### src/rtl/wb_regfile_if.sv
// Writeback/read bundle for wb_regfile: writeback source inputs, read ports and commit status.
interface wb_regfile_if #(
  parameter int unsigned DATA_W = 32,
  parameter int unsigned PC_W   = 8,
  parameter int unsigned CNT_W  = 16
);
  logic              RegWrite_in;
  logic [1:0]        WBSel_in;
  logic [DATA_W-1:0] alu_in;
  logic [DATA_W-1:0] dmem_in;
  logic [PC_W-1:0]   pc4_in;
  logic [4:0]        rd_in;
  logic [4:0]        rs1_addr;
  logic [4:0]        rs2_addr;
  logic [DATA_W-1:0] rs1_data;
  logic [DATA_W-1:0] rs2_data;
  logic [DATA_W-1:0] wb_data;
  logic              wb_we;
  logic [CNT_W-1:0]  wb_count;

  modport master (
    output RegWrite_in, WBSel_in, alu_in, dmem_in, pc4_in, rd_in, rs1_addr, rs2_addr,
    input  rs1_data, rs2_data, wb_data, wb_we, wb_count
  );

  modport slave (
    input  RegWrite_in, WBSel_in, alu_in, dmem_in, pc4_in, rd_in, rs1_addr, rs2_addr,
    output rs1_data, rs2_data, wb_data, wb_we, wb_count
  );
endinterface

### src/rtl/wb_regfile.sv
// 32-entry register file with writeback source mux and commit counter.
// Define WB_REGFILE_BYPASS_EN to forward same-cycle writeback data onto the read ports.
module wb_regfile #(
  parameter int unsigned DATA_W = 32,
  parameter int unsigned PC_W   = 8,
  parameter int unsigned CNT_W  = 16
) (
  input logic        clk,
  input logic        rst_n,
  wb_regfile_if.slave bus
);

  logic [DATA_W-1:0] regs [1:31];
  logic [CNT_W-1:0]  count;
  logic [DATA_W-1:0] wb_data;
  logic              wb_we;
  logic [DATA_W-1:0] rs1_data;
  logic [DATA_W-1:0] rs2_data;

  always_comb begin
    wb_data = '0;
    unique case (bus.WBSel_in)
      2'b00:   wb_data = bus.alu_in;
      2'b01:   wb_data = bus.dmem_in;
      2'b10:   wb_data = DATA_W'(bus.pc4_in);
      default: wb_data = '0;
    endcase
  end

  assign wb_we = bus.RegWrite_in && (bus.rd_in != 5'd0);

  always_ff @(posedge clk or negedge rst_n) begin
    if (!rst_n) begin
      for (int unsigned i = 1; i < 32; i++) regs[i] <= '0;
      count <= '0;
    end else if (wb_we) begin
      regs[bus.rd_in] <= wb_data;
      count           <= count + 1'b1;
    end
  end

  always_comb begin
    rs1_data = '0;
    if (bus.rs1_addr != 5'd0) begin
      rs1_data = regs[bus.rs1_addr];
`ifdef WB_REGFILE_BYPASS_EN
      if (wb_we && (bus.rd_in == bus.rs1_addr)) rs1_data = wb_data;
`endif
    end
  end

  always_comb begin
    rs2_data = '0;
    if (bus.rs2_addr != 5'd0) begin
      rs2_data = regs[bus.rs2_addr];
`ifdef WB_REGFILE_BYPASS_EN
      if (wb_we && (bus.rd_in == bus.rs2_addr)) rs2_data = wb_data;
`endif
    end
  end

  assign bus.wb_data  = wb_data;
  assign bus.wb_we    = wb_we;
  assign bus.wb_count = count;
  assign bus.rs1_data = rs1_data;
  assign bus.rs2_data = rs2_data;

endmodule

### src/flat_wrapper.sv
// flat-port wrapper written by rule: the top's interface ports become plain ports
module wb_regfile_flat 
#(
  parameter int unsigned DATA_W = 32,
  parameter int unsigned PC_W   = 8,
  parameter int unsigned CNT_W  = 16
)
  (clk, rst_n, bus_RegWrite_in, bus_WBSel_in, bus_alu_in, bus_dmem_in, bus_pc4_in, bus_rd_in, bus_rs1_addr, bus_rs2_addr, bus_rs1_data, bus_rs2_data, bus_wb_data, bus_wb_we, bus_wb_count);
  wb_regfile_if #(.DATA_W(DATA_W), .PC_W(PC_W), .CNT_W(CNT_W)) bus_i ();
  input logic clk;
  input logic rst_n;
  input wire logic [$bits(bus_i.RegWrite_in)-1:0] bus_RegWrite_in;
  input wire logic [$bits(bus_i.WBSel_in)-1:0] bus_WBSel_in;
  input wire logic [$bits(bus_i.alu_in)-1:0] bus_alu_in;
  input wire logic [$bits(bus_i.dmem_in)-1:0] bus_dmem_in;
  input wire logic [$bits(bus_i.pc4_in)-1:0] bus_pc4_in;
  input wire logic [$bits(bus_i.rd_in)-1:0] bus_rd_in;
  input wire logic [$bits(bus_i.rs1_addr)-1:0] bus_rs1_addr;
  input wire logic [$bits(bus_i.rs2_addr)-1:0] bus_rs2_addr;
  output wire logic [$bits(bus_i.rs1_data)-1:0] bus_rs1_data;
  output wire logic [$bits(bus_i.rs2_data)-1:0] bus_rs2_data;
  output wire logic [$bits(bus_i.wb_data)-1:0] bus_wb_data;
  output wire logic [$bits(bus_i.wb_we)-1:0] bus_wb_we;
  output wire logic [$bits(bus_i.wb_count)-1:0] bus_wb_count;
  assign bus_i.RegWrite_in = bus_RegWrite_in;
  assign bus_i.WBSel_in = bus_WBSel_in;
  assign bus_i.alu_in = bus_alu_in;
  assign bus_i.dmem_in = bus_dmem_in;
  assign bus_i.pc4_in = bus_pc4_in;
  assign bus_i.rd_in = bus_rd_in;
  assign bus_i.rs1_addr = bus_rs1_addr;
  assign bus_i.rs2_addr = bus_rs2_addr;
  assign bus_rs1_data = bus_i.rs1_data;
  assign bus_rs2_data = bus_i.rs2_data;
  assign bus_wb_data = bus_i.wb_data;
  assign bus_wb_we = bus_i.wb_we;
  assign bus_wb_count = bus_i.wb_count;
  wb_regfile #(.DATA_W(DATA_W), .PC_W(PC_W), .CNT_W(CNT_W)) u_core (.clk(clk), .rst_n(rst_n), .bus(bus_i));
endmodule
### config.mk
export PLATFORM = sky130hd
export DESIGN_NAME = wb_regfile_flat
export DESIGN_NICKNAME = d
export VERILOG_FILES = /design/src/rtl/wb_regfile_if.sv /design/src/rtl/wb_regfile.sv /design/src/flat_wrapper.sv
export SDC_FILE = /design/constraint.sdc
export NUM_CORES = 2
export LEC_CHECK = 0
export CORE_AREA = 8 8 301 303
export CTS_BUF_LIST = sky130_fd_sc_hd__clkbuf_16
export DETAILED_ROUTE_END_ITERATION = 10
export DIE_AREA = 0 0 309 311
export GPL_ROUTABILITY_DRIVEN = 0
export PLACE_DENSITY = 0.87
export SYNTH_ARGS = -nofsm -noshare
export SYNTH_HDL_FRONTEND = slang
export SYNTH_SLANG_ARGS = --single-unit
### constraint.sdc
create_clock -name clk -period 3.2 [get_ports clk]
set_input_delay 0.64 -clock clk [delete_from_list [all_inputs] [get_ports clk]]
set_output_delay 0.64 -clock clk [all_outputs]
set_load 0.02 [all_outputs]
==> results of run 1 <==
per-stage QoR:
| stage | instance area, µm² | std cells | hold WS, ps |
|---|---|---|---|
| floorplan | 52500 | 4871 | 344 |
| global placement | 59100 | 6193 | 461 |
| detailed placement | 59100 | 6193 | 473 |
| CTS | 63300 | 6423 | 487 |
timing repair:
item	in CTS
pin swaps	8
cloned	11
hold buffers	1
setup endpoints to repair	64
setup buffers	32
endpoints found under the hold margin	47
gates resized for setup	311
logic make-up after synthesis:
logic type	share of synthesized area
compound gates	0.160
xor+xnor	0.00250
fa+ha+maj	0.000238
buf+inv	0.0448
flops	0.480
mux	0.222
simple gates	0.0909
metal layers:
metal  GRT overflow  global-route usage
met1              1               0.703
met2              1               0.840
met3              2               0.739
met4              3               0.669
met5              0               0.677
==> flow_summary.json, run 1 <==
{
  "synth_top_area_cell": "dfrtp_1",
  "worst_endpoint_kind": "output port",
  "async_flop_share": 1.00,
  "clk_path_buf_depth": 3,
  "cts.sinks": 1008,
  "grt_remaining_overflow": 7,
  "rows": 108,
  "cts_inserted_buffers": 100,
  "io_pins": 205,
  "root_buffer": "clkbuf_16",
  "grt_max_degree": 115,
  "gr-usage-all-layers": 0.746,
  "dominantRegCellSynth": "dfrtp_1",
  "synth.cell_area_um2": 52500,
  "firstError": "[ERROR GRT-0232] Routing congestion too high. Check the congestion heatmap in the GUI.",
  "initial_core_util": 0.611,
  "synth_area_leaders": "dfrtp_1 48%, mux4_2 16%, o21ai_0 8.9%, nand2_1 7.3%, mux2i_1 4.3%",
  "port-buffer-count": 204,
  "syn_nets": 4964,
  "syn_inst": 4871,
  "htreeDepth": 3,
  "yosysTopAreaCellShare": 0.480,
  "run_status": "aborted with a tool error",
  "yosys_warnings": 0,
  "yosysSeqAreaShare": 0.480,
  "haltStage": "global routing (5_1_grt)",
  "synth_common_cells": "1,015 x nand2_1, 1,008 x dfrtp_1, 930 x o21ai_0, 384 x mux4_2, 382 x clkbuf_1",
  "dpl_worst_slack_ps": -530,
  "worst_endpoint": "bus_rs1_data[29]",
  "ys_ff_latch": 1008,
  "syn_area_per_cell_um2": 10.8,
  "synth_edf_count": 0,
  "die_h_um": 311,
  "synth.most_common_cell": "nand2_1",
  "yosysUniqueCellTypes": 39,
  "die_w_um": 309,
  "dp_hpwl_mm": 116,
  "antenna_found_initial": 50
}
==> inputs of run 2 (changes only) <==
--- a/config.mk
+++ b/config.mk
@@ -5,12 +5,11 @@
 export SDC_FILE = /design/constraint.sdc
 export NUM_CORES = 2
 export LEC_CHECK = 0
-export CORE_AREA = 8 8 301 303
-export CTS_BUF_LIST = sky130_fd_sc_hd__clkbuf_16
+export CORE_AREA = 8 8 372 374
 export DETAILED_ROUTE_END_ITERATION = 10
-export DIE_AREA = 0 0 309 311
+export DIE_AREA = 0 0 380 382
 export GPL_ROUTABILITY_DRIVEN = 0
-export PLACE_DENSITY = 0.87
+export PLACE_DENSITY_LB_ADDON = 0.15
 export SYNTH_ARGS = -nofsm -noshare
 export SYNTH_HDL_FRONTEND = slang
 export SYNTH_SLANG_ARGS = --single-unit
==> flow_summary.json, run 2 <==
{
  "run_status": "finished, violations left",
  "violations": "setup timing",
  "grt_remaining_overflow": 0,
  "power-per-cell-area_nw_per_um2": 557,
  "final_common_cell": "dfrtp_1",
  "yosysTopAreaCellShare": 0.480,
  "wl_per_cell_um": 26.8,
  "nets": 5314,
  "syn_area_per_cell_um2": 10.8,
  "async_flop_share": 1.00,
  "setup_slack_ps": -32.1,
  "first_pass_iters": 5,
  "postRouteAntennaNets": 0,
  "worstSetupStartpointType": "input pin",
  "synth.cell_area_um2": 52500,
  "hold_path_class": "register to register",
  "dominantRegCellSynth": "dfrtp_1",
  "rows": 134,
  "fmax_mhz": 309,
  "viasPerCell": 5.79,
  "drive_above_1_share": 0.263,
  "end_kind": "output pin",
  "htreeDepth": 3,
  "clk_latency_ps": 720,
  "cts_inserted_buffers": 111,
  "critical_path_class": "input pin to output pin",
  "gr-usage-all-layers": 0.256,
  "largest_register_ffs": 992,
  "power.leakage_uw": 0.0286,
  "worst_slew_pin_slew_ps": 1010,
  "dieArea_um2": 145000,
  "fin_area_um2": 65200,
  "yosysSeqAreaShare": 0.480,
  "rsz0062_at_grt": "yes",
  "cts_tree": "built",
  "regMostFlops": "u_core.regs",
  "syn_nets": 4964,
  "cts.sinks": 1008,
  "grt_max_degree": 75,
  "antenna_found_initial": 5,
  "io_pins": 205,
  "drc": 0,
  "irDropWorstVdd_mv": 0.403,
  "max_stage_delay_ps": 490,
  "synth_common_cells": "1,015 x nand2_1, 1,008 x dfrtp_1, 930 x o21ai_0, 384 x mux4_2, 382 x clkbuf_1",
  "crit_slowest_cell": "mux4_2",
  "crit_chain": "buf_16 > buf_12 > clkbuf_16 > buf_8 > mux4_2 > a22o_1 > o21ai_4 > o31ai_4 > buf_4",
  "setup_viol": 1,
  "yosys_warnings": 0,
  "first_iter_violations": 3740,
  "mostFrequentLayoutCells": "1,008 x dfrtp_1, 1,001 x nand2_1, 930 x o21ai_0",
  "synth_top_area_cell": "dfrtp_1",
  "port-buffer-count": 204,
  "yosysUniqueCellTypes": 39,
  "initial_core_util": 0.396,
  "fin_crit_ps": 3230,
  "wirelength_mm": 190,
  "final-hold-violation-count": 0,
  "clk_path_buf_depth": 3,
  "skew_ps": 8.87,
  "syn2layout_area_growth_pct": 24.2,
  "crit_arrival_ps": 2590,
  "path_clk_slew_ps": 60,
  "dp_hpwl_mm": 122,
  "die_w_um": 380,
  "synth.most_common_cell": "nand2_1",
  "slew_headroom": 0.329,
  "root_buffer": "clkbuf_16",
  "die_h_um": 382,
  "path_delay_family": "buffers and inverters",
  "crit_fanout": 8,
  "core-area_um2": 132000,
  "ys_ff_latch": 1008,
  "drv_cap": 0,
  "required_ps": 2560,
  "grt_pass1_wl_mm": 281,
  "place_area_um2": 60200,
  "vias": 41009,
  "grt_pass1_vias": 40877,
  "slew_viol_final": 0,
  "r2r_slack_ps": 1530,
  "crit_buf_inv": 5,
  "fin_crit_sh": 1.01,
  "holdWs_ps": 475,
  "syn_inst": 4871,
  "dpl_worst_slack_ps": -751,
  "synth_edf_count": 0,
  "synth_area_leaders": "dfrtp_1 48%, mux4_2 16%, o21ai_0 8.9%, nand2_1 7.3%, mux2i_1 4.3%"
}
## run 2: worst reg2reg max path, cell delays in order, from the launching register on
cell and delay (ps):
dfrtp_1 430, ha_1 210, nand2_1 70, a2111oi_2 370
buf_4 220, nand4_1 110, xnor2_1 150
## run 2: cells by family (layout without fill, tap and decap cells)
logic type               Yosys count  in the layout  synth area share
other                              0              4                 0
adder cells (fa/ha/maj)            1              1          0.000238
multiplexers                     674            674             0.222
flip-flops                      1008           1008             0.480
XOR/XNOR                          15             15           0.00250
AO/OA/AOI/OAI                   1450           1450             0.160
buffers and inverters            552            993            0.0448
AND/OR/NAND/NOR                 1171           1171            0.0909
## run 2: worst paths after layout
kind,start,to,cells past startpoint
setup / recovery,bus_rs2_addr[0],bus_rs2_data[13],9
setup reg to reg,u_core.bus.wb_count[0]$_DFFE_PN0P_,u_core.bus.wb_count[14]$_DFFE_PN0P_,6
hold / removal,u_core.bus.wb_count[15]$_DFFE_PN0P_,u_core.bus.wb_count[15]$_DFFE_PN0P_,1
max in group asynchronous,rst_n,u_core.regs[763]$_DFFE_PN0P_,4
hold reg to reg,u_core.bus.wb_count[15]$_DFFE_PN0P_,u_core.bus.wb_count[15]$_DFFE_PN0P_,1
min in group asynchronous,rst_n,u_core.regs[238]$_DFFE_PN0P_,2
## run 2: metrics by stage
stage                     total power [µW]  utilization  setup TNS [ps]  cells
after floorplan                      19900            -               0   4871
after global placement               22900        0.455          -25400   6824
after detailed placement             23100        0.455          -25760   6824
after CTS                            36500        0.488            -310   7052
after global routing                 37900        0.492            -150   7080
final                                36300        0.492           -32.1   7084
## run 2: layout make-up
cell class / instances / area (µm²)
Timing Repair Buffer: 753 / 8340
Tap cell: 1768 / 2210
Antenna cell: 4 / 10.0
Inverter: 36 / 135
Sequential cell: 1008 / 25200
Clock inverter: 49 / 520
Clock buffer: 155 / 3210
Fill cell: 12020 / 67200
Multi-Input combinational cell: 3311 / 25600
## run 2: repair_timing
item	in CTS	in global routing
endpoints found under the setup margin	65	34
pin swaps	33	15
gates cloned	8	6
resized for setup	367	50
hold buffers	1	0
buffers inserted	20	25
hold endpoints to repair	22	0
## run 2: power breakdown
part           switching (µW)  leakage, µW  total, µW  internal [µW]
sequential               1340       0.0135      15800          14500
combinational            3660       0.0132       7270           3610
clock                    5590      0.00185      13200           7640
## run 2: layer usage
metal	part of all wire	GRT usage	wire length, µm	up-vias
li1	-	-	-	18386
met1	0.45	0.369	84600	20865
met2	0.46	0.399	86400	1471
met3	0.073	0.0469	13900	287
met4	0.026	0.0729	4930	0
met5	0	0	0	-
Power figures use the tool's default switching activity.
